===== src/rtl/current_pid.sv =====
// Pipelined PI(D) current loop: target_curr vs avg_curr -> drv_mag, 2-cycle latency.
// Optional derivative path built only when D_TERM_EN is defined.
module current_pid #(
  parameter int INT_DEC_W = 2,
  parameter int D_DEPTH   = 2,
  parameter int D_GAIN    = 3
) (
  input  logic        clk,
  input  logic        rst,
  input  logic [11:0] target_curr,
  input  logic [11:0] avg_curr,
  input  logic        curr_vld,
  input  logic        not_pedaling,
  output logic [11:0] drv_mag,
  output logic        drv_vld
);

  if (INT_DEC_W < 1 || D_DEPTH < 1 || D_GAIN < -8 || D_GAIN > 7) begin : g_bad_param
    $error("current_pid: parameter out of range");
  end

  // 13b two's complement error clamped to [-512, 511]
  function automatic logic [9:0] clamp_err(input logic [12:0] e);
    logic [9:0] r;
    if (!e[12] && (e[11:9] != 3'b000)) begin
      r = 10'h1FF;
    end else if (e[12] && (e[11:9] != 3'b111)) begin
      r = 10'h200;
    end else begin
      r = e[9:0];
    end
    return r;
  endfunction

  // 19b integrator sum clamped to [0, 131071]
  function automatic logic [16:0] clamp_integ(input logic [18:0] s);
    logic [16:0] r;
    if (s[18]) begin
      r = 17'h00000;
    end else if (s[17]) begin
      r = 17'h1FFFF;
    end else begin
      r = s[16:0];
    end
    return r;
  endfunction

  // 15b signed loop sum saturated to the unsigned 12b drive range
  function automatic logic [11:0] sat_drive(input logic [14:0] s);
    logic [11:0] r;
    if (s[14]) begin
      r = 12'h000;
    end else if (s[13:12] != 2'b00) begin
      r = 12'hFFF;
    end else begin
      r = s[11:0];
    end
    return r;
  endfunction

  logic [12:0]          err_s;
  logic [9:0]           err_sat_r;
  logic                 v1_r;
  logic [13:0]          p_s, i_s, p_r, i_r, d_r;
  logic signed [13:0]   d_s;
  logic [18:0]          integ_sum_s;
  logic [16:0]          integ_upd_s;
  logic [16:0]          integ_r;
  logic [INT_DEC_W-1:0] dec_cnt_r;
  logic                 v2_r;
  logic [14:0]          sum_s;

  assign err_s = {1'b0, target_curr} - {1'b0, avg_curr};

  // Stage 1: error capture
  always_ff @(posedge clk or posedge rst) begin
    if (rst) begin
      err_sat_r <= 10'h000;
      v1_r      <= 1'b0;
    end else if (not_pedaling) begin
      err_sat_r <= 10'h000;
      v1_r      <= curr_vld;
    end else begin
      v1_r <= curr_vld;
      if (curr_vld) begin
        err_sat_r <= clamp_err(err_s);
      end
    end
  end

  // Stage 2 combinational: P term, decimated saturating integrator, I term
  always_comb begin
    p_s         = {{4{err_sat_r[9]}}, err_sat_r};
    integ_sum_s = {2'b00, integ_r} + {{9{err_sat_r[9]}}, err_sat_r};
    if (dec_cnt_r == '0) begin
      integ_upd_s = clamp_integ(integ_sum_s);
    end else begin
      integ_upd_s = integ_r;
    end
    i_s = {1'b0, integ_upd_s[16:4]};
  end

`ifdef D_TERM_EN
  localparam logic signed [13:0] D_GAIN_14 = 14'(D_GAIN);

  logic [9:0]  hist_r [D_DEPTH];
  logic [10:0] diff_s;
  logic [8:0]  diff_c_s;

  // Derivative difference against the oldest history sample, clamped and scaled
  always_comb begin
    diff_s = {err_sat_r[9], err_sat_r} - {hist_r[D_DEPTH-1][9], hist_r[D_DEPTH-1]};
    if (!diff_s[10] && (diff_s[9:8] != 2'b00)) begin
      diff_c_s = 9'h0FF;
    end else if (diff_s[10] && (diff_s[9:8] != 2'b11)) begin
      diff_c_s = 9'h100;
    end else begin
      diff_c_s = diff_s[8:0];
    end
    d_s = $signed({{5{diff_c_s[8]}}, diff_c_s}) * D_GAIN_14;
  end

  // Error history shift register, hist_r[0] newest
  always_ff @(posedge clk or posedge rst) begin
    if (rst) begin
      for (int k = 0; k < D_DEPTH; k++) hist_r[k] <= 10'h000;
    end else if (not_pedaling) begin
      for (int k = 0; k < D_DEPTH; k++) hist_r[k] <= 10'h000;
    end else if (v1_r) begin
      hist_r[0] <= err_sat_r;
      for (int k = 1; k < D_DEPTH; k++) hist_r[k] <= hist_r[k-1];
    end
  end
`else
  assign d_s = 14'sd0;
`endif

  // Stage 2 registers: terms, integrator, decimation counter
  always_ff @(posedge clk or posedge rst) begin
    if (rst) begin
      p_r       <= 14'h0000;
      i_r       <= 14'h0000;
      d_r       <= 14'h0000;
      integ_r   <= 17'h00000;
      dec_cnt_r <= '0;
      v2_r      <= 1'b0;
    end else if (not_pedaling) begin
      p_r       <= 14'h0000;
      i_r       <= 14'h0000;
      d_r       <= 14'h0000;
      integ_r   <= 17'h00000;
      dec_cnt_r <= '0;
      v2_r      <= v1_r;
    end else begin
      v2_r <= v1_r;
      if (v1_r) begin
        p_r       <= p_s;
        i_r       <= i_s;
        d_r       <= d_s;
        integ_r   <= integ_upd_s;
        dec_cnt_r <= dec_cnt_r + INT_DEC_W'(1);
      end
    end
  end

  assign sum_s = {p_r[13], p_r} + {i_r[13], i_r} + {d_r[13], d_r};

  // Stage 3: saturate sum onto drive output
  always_ff @(posedge clk or posedge rst) begin
    if (rst) begin
      drv_mag <= 12'h000;
      drv_vld <= 1'b0;
    end else if (not_pedaling) begin
      drv_mag <= 12'h000;
      drv_vld <= v2_r;
    end else begin
      drv_vld <= v2_r;
      if (v2_r) begin
        drv_mag <= sat_drive(sum_s);
      end
    end
  end

endmodule


===== config.mk =====
export PLATFORM = sky130hd
export DESIGN_NAME = current_pid
export DESIGN_NICKNAME = d
export VERILOG_FILES = /design/src/rtl/current_pid.sv
export SDC_FILE = /design/constraint.sdc
export NUM_CORES = 1
export LEC_CHECK = 0
export ABC_AREA = 1
export ABC_CLOCK_PERIOD_IN_PS = 2200
export CAP_MARGIN = 10
export CORE_MARGIN = 2
export CORE_UTILIZATION = 35
export CTS_CLUSTER_DIAMETER = 150
export CTS_CLUSTER_SIZE = 8
export DETAILED_ROUTE_END_ITERATION = 8
export PLACE_DENSITY = 0.56
export SLEW_MARGIN = 30
export SYNTH_ARGS = -nofsm -noshare
export SYNTH_HDL_FRONTEND = slang
export SYNTH_SLANG_ARGS = --single-unit

===== constraint.sdc =====
create_clock -name clk -period 2.2 [get_ports clk]
set_input_delay 0.44 -clock clk [delete_from_list [all_inputs] [get_ports clk]]
set_output_delay 0.44 -clock clk [all_outputs]
set_load 0.02 [all_outputs]

==> impl_metrics.csv, run 1 <==
group,metric,value,unit
run_status,status,"complete, but fails checks",
run_status,violations,"negative setup slack",
place,hpwl,11.01,mm
die,initial_core_util,0.3564,
logic_synthesis,ys_warn_count,0,
flow_run,cap_violations,0,
power,pwr-share-comb,0.571,
logic_synthesis,synth_cells,756,
finish,antennaDiodeCount,0,
finish,regArea,0.001355,mm^2
logic_synthesis,synth_xor_xnor_area_share,0.04620,
sta,worst_pin_slew,0.8260,ns
hold_path,min_path_type,"reg2reg",
logic_synthesis,synth_compound_area_frac,0.07845,
grt,grt_max_degree,39,
route,wire_per_inst,13.16,um
logic_synthesis,yosys_register_bits,54,
cts,clock-sinks,54,
cts,numCtsBuffers,5,
sta,skew,0.008589,ns
power,powerDensity,683.3,mW/mm^2
hold_path,holdPathEnd,"v2_r$_DFF_PP0_",
power,netSwitchingFraction,0.3956,
power,p_sw,2.037,mW
finish,fillCellCount,1339,
place,gp_congestion,0.9534,
finish,final_common_cell,"nand2_1",
finish,drive_above_1_share,0.3228,
grt,grt_pass1_wl,22.63,mm
sta,final.setup.tns,-0.001015,ns
power,seqPwrFrac,0.254,
route,detail-route-antenna-nets,0,
grt,gr-usage-all-layers,0.1871,
setup_path,cp-start-kind,"flip-flop",
die,die_height,122.7,um
logic_synthesis,synth_adder_area_share,0.1264,
sta,rsz0062_at_grt,"true",
hold_path,min_from,"v1_r$_DFF_PP0_",
grt,overflow,0,
grt,antenna_found_initial,0,
setup_path,cp_slowest_cell,"dfrtp_1",
logic_synthesis,post_synth_num_cell_types,36,
route,drc,0,
setup_path,crit_path_frequent_cell,"nand2_1",
logic_synthesis,synthMuxAreaShare,0,
die,fp-row-count,43,
logic_synthesis,synth_edf_count,0,
cts,path_clk_slew,0.07,ns
sta,period_needed,2.201,ns
power,leakagePower,4.006,nW
hold_path,min_path_cells,0,
sta,max_slew_margin,0.4473,
power,internal-power,3.113,mW
place,portBuffers,40,
cts,ctsHoldBuffers,0,
logic_synthesis,yosysSeqAreaShare,0.2742,
setup_path,crit_path_end_kind,"flip-flop",
route,drt-vias-per-instance,4.707,
setup_path,reg2reg_depth,16,
power,ir_drop,0.5123,mV
power,p_clk_frac,0.175,
logic_synthesis,synth-main-ff-cell,"dfrtp_1",
route,first_iter_violations,233,
setup_path,rr_startpoint,"p_r[0]$_DFFE_PP0P_",
sta,slew_violations,0,
power,power,5.150,mW
die,io_pins,41,
cts,tritoncts,"done",
logic_synthesis,syn-cell-area,0.004928,mm^2
cts,cts_max_level,2,
setup_path,path_max_fanout,6,
finish,area_delta_synth_final,52.93,%
setup_path,r2r_end,"drv_mag[7]$_DFFE_PP0P_",
logic_synthesis,async_reset_ff_frac,1.000,
sta,hold_viol,0,
cts,clk_latency,0.30,ns
setup_path,crit_type,"reg2reg",
die,die_x,122.7,um
sta,fin_crit_sh,1.000,
finish,multi_input_area,0.003939,mm^2
cts,clockBufferDepth,2,
logic_synthesis,synth-simple-area-share,0.3823,
sta,max_freq,454.3,MHz
setup_path,crit_path_cell_trace,"ha_2 -> fa_2 -> nand3_2 -> nand2_2 -> buf_6 -> nand3_2 -> nand2_2 -> nand2_2 -> nand3_2 -> nand2_1 -> inv_2 -> nor2_4 -> clkbuf_16 -> nand2_1 -> nand2_1 -> nand2_1",
cts,cts-root-buf,"clkbuf_16",
sta,setup_viol_count_final,1,
setup_path,r2r_setup_slack,-0.001,ns
finish,nets,989,
logic_synthesis,avgSynthCellArea,6.519,um^2
route,num_vias,5149,
setup_path,critPathArrivalTime,2.39,ns
logic_synthesis,synth_fp_nets,832,
die,dieArea,0.01505,mm^2
route,drt_first_pass_iters,4,
place,place_ws,-0.3848,ns
logic_synthesis,synth_top_family_by_area,"simple AND/OR/NAND/NOR gates",
finish,final_cell_mix,"265 x nand2_1, 109 x buf_4, 89 x inv_1",
die,core,0.01383,mm^2
sta,setup_slack,-0.001015,ns
setup_path,max_stage_delay,0.39,ns
route,wirelength,14.40,mm
grt,grt_pass1_vias,4846,
setup_path,cp_data_required_time,2.39,ns
==> per-stage QoR <==
step           instances  hold slack, ns  cell area (um^2)  utilization
6_report            1094          0.4053              7537       0.5451
3_3_place_gp        1068          0.3902              6336       0.4582
3_5_place_dp        1068          0.3933              6336       0.4582
4_1_cts             1076          0.4094              6528       0.4721
5_1_grt             1094          0.4193              7537       0.5451
2_1_floorplan        756          0.3751              4928            -
==> synth_stat cells (3+ instances only) <==
| cell | n | area, um^2 |
|---|---|---|
| nand2_1 | 322 | 1209 |
| inv_1 | 94 | 352.8 |
| nand3_1 | 62 | 310.3 |
| dfrtp_1 | 54 | 1351 |
| ha_1 | 45 | 563.0 |
| nor2_1 | 33 | 123.9 |
| a21oi_1 | 32 | 160.2 |
| xnor2_1 | 16 | 140.1 |
| o21ai_0 | 10 | 50.05 |
| xor2_1 | 10 | 87.58 |
| a22o_1 | 8 | 70.07 |
| inv_2 | 8 | 30.03 |
| nand3b_1 | 7 | 52.55 |
| clkbuf_1 | 6 | 22.52 |
| nor2_2 | 5 | 31.28 |
| nor3_1 | 5 | 25.02 |
| a21o_1 | 4 | 30.03 |
| buf_2 | 4 | 20.02 |
| nand2_2 | 4 | 25.02 |
| o21bai_1 | 4 | 30.03 |
| fa_1 | 3 | 60.06 |
==> repair_timing <==
item,CTS,global route
buffers inserted,0,14
resized for setup,8,170
endpoints found under the setup margin,36,38
gates cloned,0,4
pin swaps,2,62
==> per-layer routing <==
layer	track usage	wire, um	up-vias
li1	-	-	2697
met1	0.2499	6658	2355
met2	0.3232	7023	78
met3	0.01859	406	19
met4	0.04670	311	0
met5	0	0	-
==> power groups by stage <==
stage / sequential, mW / clock [mW] / combinational (mW)
after floorplan: 1.33 / 0 / 1.31
after global placement: 1.30 / 0 / 2.26
after detailed placement: 1.31 / 0 / 2.27
after CTS: 1.29 / 0.920 / 2.29
after global routing: 1.33 / 0.958 / 3.26
final: 1.31 / 0.899 / 2.94
==> how the worst max path moves through the flow <==
stage	startpoint	endpoint	slack [ns]	cells past startpoint
3_3_place_gp	avg_curr[4]	err_sat_r[2]$_DFFE_PP0P_	-0.38	12
6_report	p_r[0]$_DFFE_PP0P_	drv_mag[7]$_DFFE_PP0P_	-0.001	16
5_1_grt	p_r[0]$_DFFE_PP0P_	drv_mag[2]$_DFFE_PP0P_	-0.11	16
2_1_floorplan	err_sat_r[9]$_DFFE_PP0P_	integ_r[9]$_DFFE_PP0P_	0.11	13
3_5_place_dp	target_curr[0]	err_sat_r[4]$_DFFE_PP0P_	-0.38	12
4_1_cts	err_sat_r[9]$_DFFE_PP0P_	integ_r[4]$_DFFE_PP0P_	-0.007	14
==> flip-flops by register name, summed over array words and instances (netlist names) <==
register and flops:
drv_mag 12, p_r 10, dec_cnt_r 2, v2_r 1
i_r 1, v1_r 1, err_sat_r 10, integ_r 16
drv_vld 1
==> layout make-up <==
class | instances | area share
clock buffer | 6 | 0.01710
sequential | 54 | 0.1798
clock inverter | 2 | 0.004980
tap | 180 | 0.02988
multi-input combinational | 587 | 0.5226
timing repair buffer | 162 | 0.1944
inverter | 103 | 0.05129
==> kinds of logic after synthesis <==
family                   after synthesis
AO/OA/AOI/OAI                         64
AND/OR/NAND/NOR                      448
XOR/XNOR                              26
buffers and inverters                116
flip-flops                            54
adder cells (fa/ha/maj)               48
==> critical path, delay by kind of cell (launching register included) <==
family                     cells  cell delay, ns
and+or+nand+nor               11            0.78
DFF                            1            0.39
buffers and inverters          3            0.35
adders and majority gates      2            0.58
No activity file was read; power rests on OpenSTA's default activity.
==> run 2: changes to the inputs <==
- MAX_ROUTING_LAYER: unset -> met4
- TNS_END_PERCENT: unset -> 1
==> run 2 against run 1 <==
The run now ends clean. Non-clock buffer count decreased by 10. Cell area shrank 5.3%. Critical endpoint is now drv_mag[4]$_DFFE_PP0P_. Final cell count decreased by 0.91%. Combinational power down 11%. Die area is the same. Routed wire length fell by 4.0%. Highest routed layer unchanged.
==> impl_metrics.csv, run 2 (synthesis gave the netlist of run 1 again) <==
group,metric,value,unit
run_status,status,"complete, no violations",
finish,antennaDiodeCount,0,
setup_path,crit_buf_inv,3,
grt,grt_pass1_wl,22.99,mm
route,drc,0,
route,first_iter_violations,207,
setup_path,r2r_end,"drv_mag[4]$_DFFE_PP0P_",
cts,numCtsBuffers,5,
sta,max_freq,459.3,MHz
sta,setup_viol_count_final,0,
setup_path,cp_data_required_time,2.40,ns
grt,gr-usage-all-layers,0.1956,
cts,ctsHoldBuffers,0,
cts,tritoncts,"done",
route,drt_first_pass_iters,4,
finish,largest_reg_flops,16,
finish,drive_above_1_share,0.2633,
setup_path,critPathTopFamily,"simple AND/OR/NAND/NOR gates",
sta,holdWs,0.4093,ns
sta,skew,0.01180,ns
finish,top_regs,"integ_r: 16 flops, drv_mag: 12 flops",
power,powerDensity,666.6,mW/mm^2
place,portBuffers,40,
route,num_vias,5098,
die,dieArea,0.01505,mm^2
setup_path,reg2reg_depth,16,
hold_path,min_path_cells,0,
die,die_x,122.7,um
setup_path,cp_slowest_cell,"dfrtp_1",
finish,fillCellCount,1407,
cts,path_clk_slew,0.08,ns
setup_path,cp-start-kind,"flip-flop",
setup_path,crit_start,"integ_r[4]$_DFFE_PP0P_",
finish,area_delta_synth_final,44.81,%
hold_path,min_from,"v1_r$_DFF_PP0_",
finish,top_register,"integ_r",
finish,postLayoutCellArea,0.007137,mm^2
cts,cts-root-buf,"clkbuf_16",
finish,final_common_cell,"nand2_1",
hold_path,holdPathEnd,"v2_r$_DFF_PP0_",
die,core,0.01383,mm^2
cts,cts_max_level,2,
finish,final_cell_mix,"295 x nand2_1, 102 x buf_4, 89 x inv_1",
setup_path,crit_path_frequent_cell,"nand2_2",
cts,clock-sinks,54,
sta,hold_viol,0,
setup_path,r2r_setup_slack,0.02,ns
place,hpwl,10.78,mm
setup_path,path_max_fanout,6,
setup_path,crit_path_cell_trace,"ha_2 -> fa_2 -> nand3_2 -> nand2_2 -> buf_6 -> nand3_2 -> nand2_2 -> nand2_2 -> nand3_2 -> nand2_2 -> inv_2 -> nor2_4 -> clkbuf_16 -> nand2_1 -> nand2_1 -> nand2_1",
grt,overflow,0,
setup_path,critPathArrivalTime,2.37,ns
flow_run,cap_violations,0,
finish,nets,979,
sta,period_needed,2.177,ns
hold_path,min_path_type,"reg2reg",
power,ir_drop,0.3181,mV
die,fp-row-count,43,
setup_path,crit_type,"reg2reg",
setup_path,rr_startpoint,"integ_r[4]$_DFFE_PP0P_",
route,wire_per_inst,12.76,um
place,gp_congestion,0.9035,
die,io_pins,41,
power,leakagePower,3.819,nW
setup_path,max_stage_delay,0.38,ns
die,initial_core_util,0.3564,
die,die_height,122.7,um
place,placedInstanceArea,0.006329,mm^2
sta,max_slew_margin,0.4381,
route,wirelength,13.83,mm
grt,grt_pass1_vias,5057,
route,detail-route-antenna-nets,0,
grt,grt_max_degree,55,
sta,slew_violations,0,
grt,antenna_found_initial,0,
finish,final_util,0.5162,
sta,rsz0062_at_grt,"true",
route,drt-vias-per-instance,4.703,
setup_path,crit_path_end_kind,"flip-flop",
cts,clockBufferDepth,2,
cts,clk_latency,0.30,ns
sta,worst_pin_slew,0.8397,ns
sta,fin_crit_sh,0.9897,
==> run 2: stage by stage <==
stage | setup WS, ns | power, mW | cells | TNS [ns]
after floorplan | 0.1083 | 2.647 | 756 | 0
after detailed placement | -0.3904 | 3.567 | 1067 | -7.796
after CTS | 0.0007574 | 4.507 | 1079 | 0
after global placement | -0.3754 | 3.560 | 1067 | -7.140
after global routing | -0.1123 | 5.163 | 1084 | -2.894
final | 0.02258 | 4.757 | 1084 | 0
==> run 2: worst max path at each step <==
stage | slack [ns] | endpoint | cells after the start
after CTS | 0.0008 | err_sat_r[3]$_DFFE_PP0P_ | 12
after global routing | -0.11 | integ_r[1]$_DFFE_PP0P_ | 13
after global placement | -0.38 | err_sat_r[7]$_DFFE_PP0P_ | 12
after detailed placement | -0.39 | err_sat_r[7]$_DFFE_PP0P_ | 12
after floorplan | 0.11 | integ_r[9]$_DFFE_PP0P_ | 13
final | 0.02 | drv_mag[4]$_DFFE_PP0P_ | 16
==> run 2: worst register-to-register path: cells and delay by family (launching register included) <==
family / cells / cell delay (ns)
adders and majority gates: 2 / 0.58
and+or+nand+nor: 11 / 0.79
DFF: 1 / 0.38
buffers and inverters: 3 / 0.33
==> run 2: final cells by class <==
cell class / count / area (um^2) / share of cell area
multi-input cells: 587 / 3674 / 0.5147
flip-flops and latches: 54 / 1355 / 0.1899
repair buffers: 152 / 1345 / 0.1885
inverters: 103 / 386.6 / 0.05417
well taps: 180 / 225.2 / 0.03156
clock buffers: 6 / 138.9 / 0.01946
clock inverters: 2 / 12.51 / 0.001753
==> run 2: per-layer routing <==
layer	GRT usage	share of wire	vias to the layer above
met3	0.02509	0.023	25
met1	0.2520	0.48	2303
met2	0.3208	0.47	95
met5	-	0	-
met4	0.05747	0.025	0
li1	-	-	2675
==> run 2: timing repair <==
item | in CTS | in global routing
pin swaps | 8 | 33
gates cloned | 1 | 1
gates resized for setup | 23 | 85
endpoints found under the setup margin | 37 | 38
buffers inserted | 3 | 4
endpoints found under the hold margin | 0 | 0
==> run 2: power by group <==
part           switching, mW  total (mW)  internal [mW]  leakage (nW)
clock network          0.367       0.819          0.452        0.0729
logic                   1.35        2.63           1.28          3.03
registers              0.159        1.31           1.15         0.711
total                   1.87        4.76           2.88          3.82
==> run 3: changes to the inputs <==
- PLACE_DENSITY: 0.56 -> 0.61
==> run 3 against run 2 <==
Routed wire length decreased by 1.5%. Utilization decreased by 0.78 points. Maximum frequency decreased by 0.21%. Global-route usage decreased by 0.80 points. Non-clock buffer count decreased by 3. Hold slack improved by 0.0038 ns. Die area unchanged. Sequential power about the same. Sequential cell count unchanged. Sequential share of layout area increased by 0.36 points. Final cell count decreased by 0.28%. Largest power group unchanged. Highest routed layer unchanged.
==> impl_metrics.csv, run 3 (synthesis gave the netlist of run 1 again) <==
group,metric,value,unit
sta,fin_crit_sh,0.9919,
setup_path,r2r_setup_slack,0.02,ns
route,num_vias,5086,
die,io_pins,41,
sta,slew_violations,0,
grt,gr-usage-all-layers,0.1876,
run_status,status,"complete, no violations",
die,core,0.01383,mm^2
route,first_iter_violations,291,
finish,drive_above_1_share,0.2475,
cts,ctsHoldBuffers,0,
sta,period_needed,2.182,ns
sta,max_freq,458.3,MHz
cts,cts-root-buf,"clkbuf_16",
finish,final_util,0.5084,
cts,tritoncts,"done",
finish,area_delta_synth_final,42.62,%
route,drt_first_pass_iters,4,
finish,antennaDiodeCount,0,
sta,rsz0062_at_grt,"true",
finish,final_common_cell,"nand2_1",
place,portBuffers,40,
cts,clockBufferDepth,2,
cts,path_clk_slew,0.08,ns
cts,clock-sinks,54,
sta,holdWs,0.4131,ns
hold_path,min_path_type,"reg2reg",
finish,fillCellCount,1345,
sta,max_slew_margin,0.4219,
grt,grt_pass1_wl,22.02,mm
flow_run,cap_violations,0,
cts,cts_max_level,2,
die,fp-row-count,43,
place,gp_congestion,0.9652,
route,detail-route-antenna-nets,0,
setup_path,cp-start-kind,"flip-flop",
sta,hold_viol,0,
grt,antenna_found_initial,0,
finish,final_cell_mix,"303 x nand2_1, 101 x buf_4, 89 x inv_1",
route,drc,0,
finish,top_register,"integ_r",
sta,setup_viol_count_final,0,
power,ir_drop,0.3265,mV
grt,grt_pass1_vias,4828,
die,die_x,122.7,um
setup_path,crit_type,"reg2reg",
finish,top_regs,"integ_r: 16 flops, drv_mag: 12 flops",
grt,grt_max_degree,35,
route,drt-vias-per-instance,4.705,
die,dieArea,0.01505,mm^2
die,die_height,122.7,um
route,wire_per_inst,12.60,um
finish,final-instance-count-excl-fill,1081,
setup_path,cp_data_required_time,2.39,ns
finish,largest_reg_flops,16,
die,initial_core_util,0.3564,
place,place_inst,1064,
setup_path,path_max_fanout,6,
place,hpwl,10.57,mm
cts,clk_latency,0.30,ns
power,powerDensity,670.7,mW/mm^2
grt,overflow,0,
power,power,4.714,mW
setup_path,critPathArrivalTime,2.37,ns
finish,nets,976,
power,leakagePower,3.766,nW
route,wirelength,13.62,mm
sta,skew,0.01658,ns
cts,numCtsBuffers,5,
setup_path,crit_path_end_kind,"flip-flop",
sta,worst_pin_slew,0.8639,ns
==> run 3: path summary, 6_finish.rpt <==
path / startpoint / end / depth (start not counted)
worst max-delay path: integ_r[4]$_DFFE_PP0P_ / drv_mag[4]$_DFFE_PP0P_ / 16
worst min-delay path: v1_r$_DFF_PP0_ / v2_r$_DFF_PP0_ / 0
worst max register to register: integ_r[4]$_DFFE_PP0P_ / drv_mag[4]$_DFFE_PP0P_ / 16
worst min register to register: v1_r$_DFF_PP0_ / v2_r$_DFF_PP0_ / 0
max in group asynchronous: rst / integ_r[11]$_DFFE_PP0P_ / 3
min in group asynchronous: rst / v2_r$_DFF_PP0_ / 2
==> run 3: layout make-up <==
cell class                      count  area (um^2)  share of cell area
Clock inverter                      3        28.78            0.004094
Sequential cell                    54         1360              0.1935
Inverter                          103        386.6             0.05500
Tap cell                          180        225.2             0.03204
Clock buffer                        5        125.1             0.01780
Timing Repair Buffer              149         1306              0.1858
Multi-Input combinational cell    587         3597              0.5117
==> run 3: worst max-delay path, cell delays in order (launching register included) <==
cell and delay, ns:
dfrtp_1 0.39, ha_2 0.20, fa_2 0.37, nand3_2 0.07, nand2_2 0.06, buf_6 0.12
nand3_2 0.05, nand2_2 0.06, nand2_2 0.09, nand3_2 0.07, nand2_2 0.06, inv_2 0.04
nor2_4 0.17, clkbuf_16 0.17, nand2_1 0.04, nand2_1 0.05, nand2_1 0.04
==> run 3: where the power goes <==
group | leakage (nW) | switching [mW] | internal, mW | total [mW]
registers | 0.705 | 0.175 | 1.16 | 1.33
clock network | 0.0759 | 0.385 | 0.435 | 0.820
logic | 2.99 | 1.31 | 1.25 | 2.56
total | 3.77 | 1.87 | 2.84 | 4.71
==> run 3: metal layers <==
layer / share of wire / track usage
met1: 0.46 / 0.2456
met3: 0.033 / 0.01905
met2: 0.48 / 0.3059
met4: 0.022 / 0.05747
met5: 0 / -
==> run 3: through the flow <==
stage | setup TNS (ns) | area, um^2 | setup WS [ns]
global route | -2.796 | 7029 | -0.1160
detailed placement | -8.190 | 6306 | -0.4090
finish | 0 | 7029 | 0.01791
floorplan | 0 | 4928 | 0.1083
global placement | -7.344 | 6306 | -0.3911
CTS | 0 | 6615 | 0.001785
==> run 3: repair_timing <==
action                                  4_1_cts  5_1_grt
pin swaps                                     6       23
gates resized for setup                      19       69
endpoints found under the setup margin       36       38
buffers inserted                              3        4
cloned                                        1        1
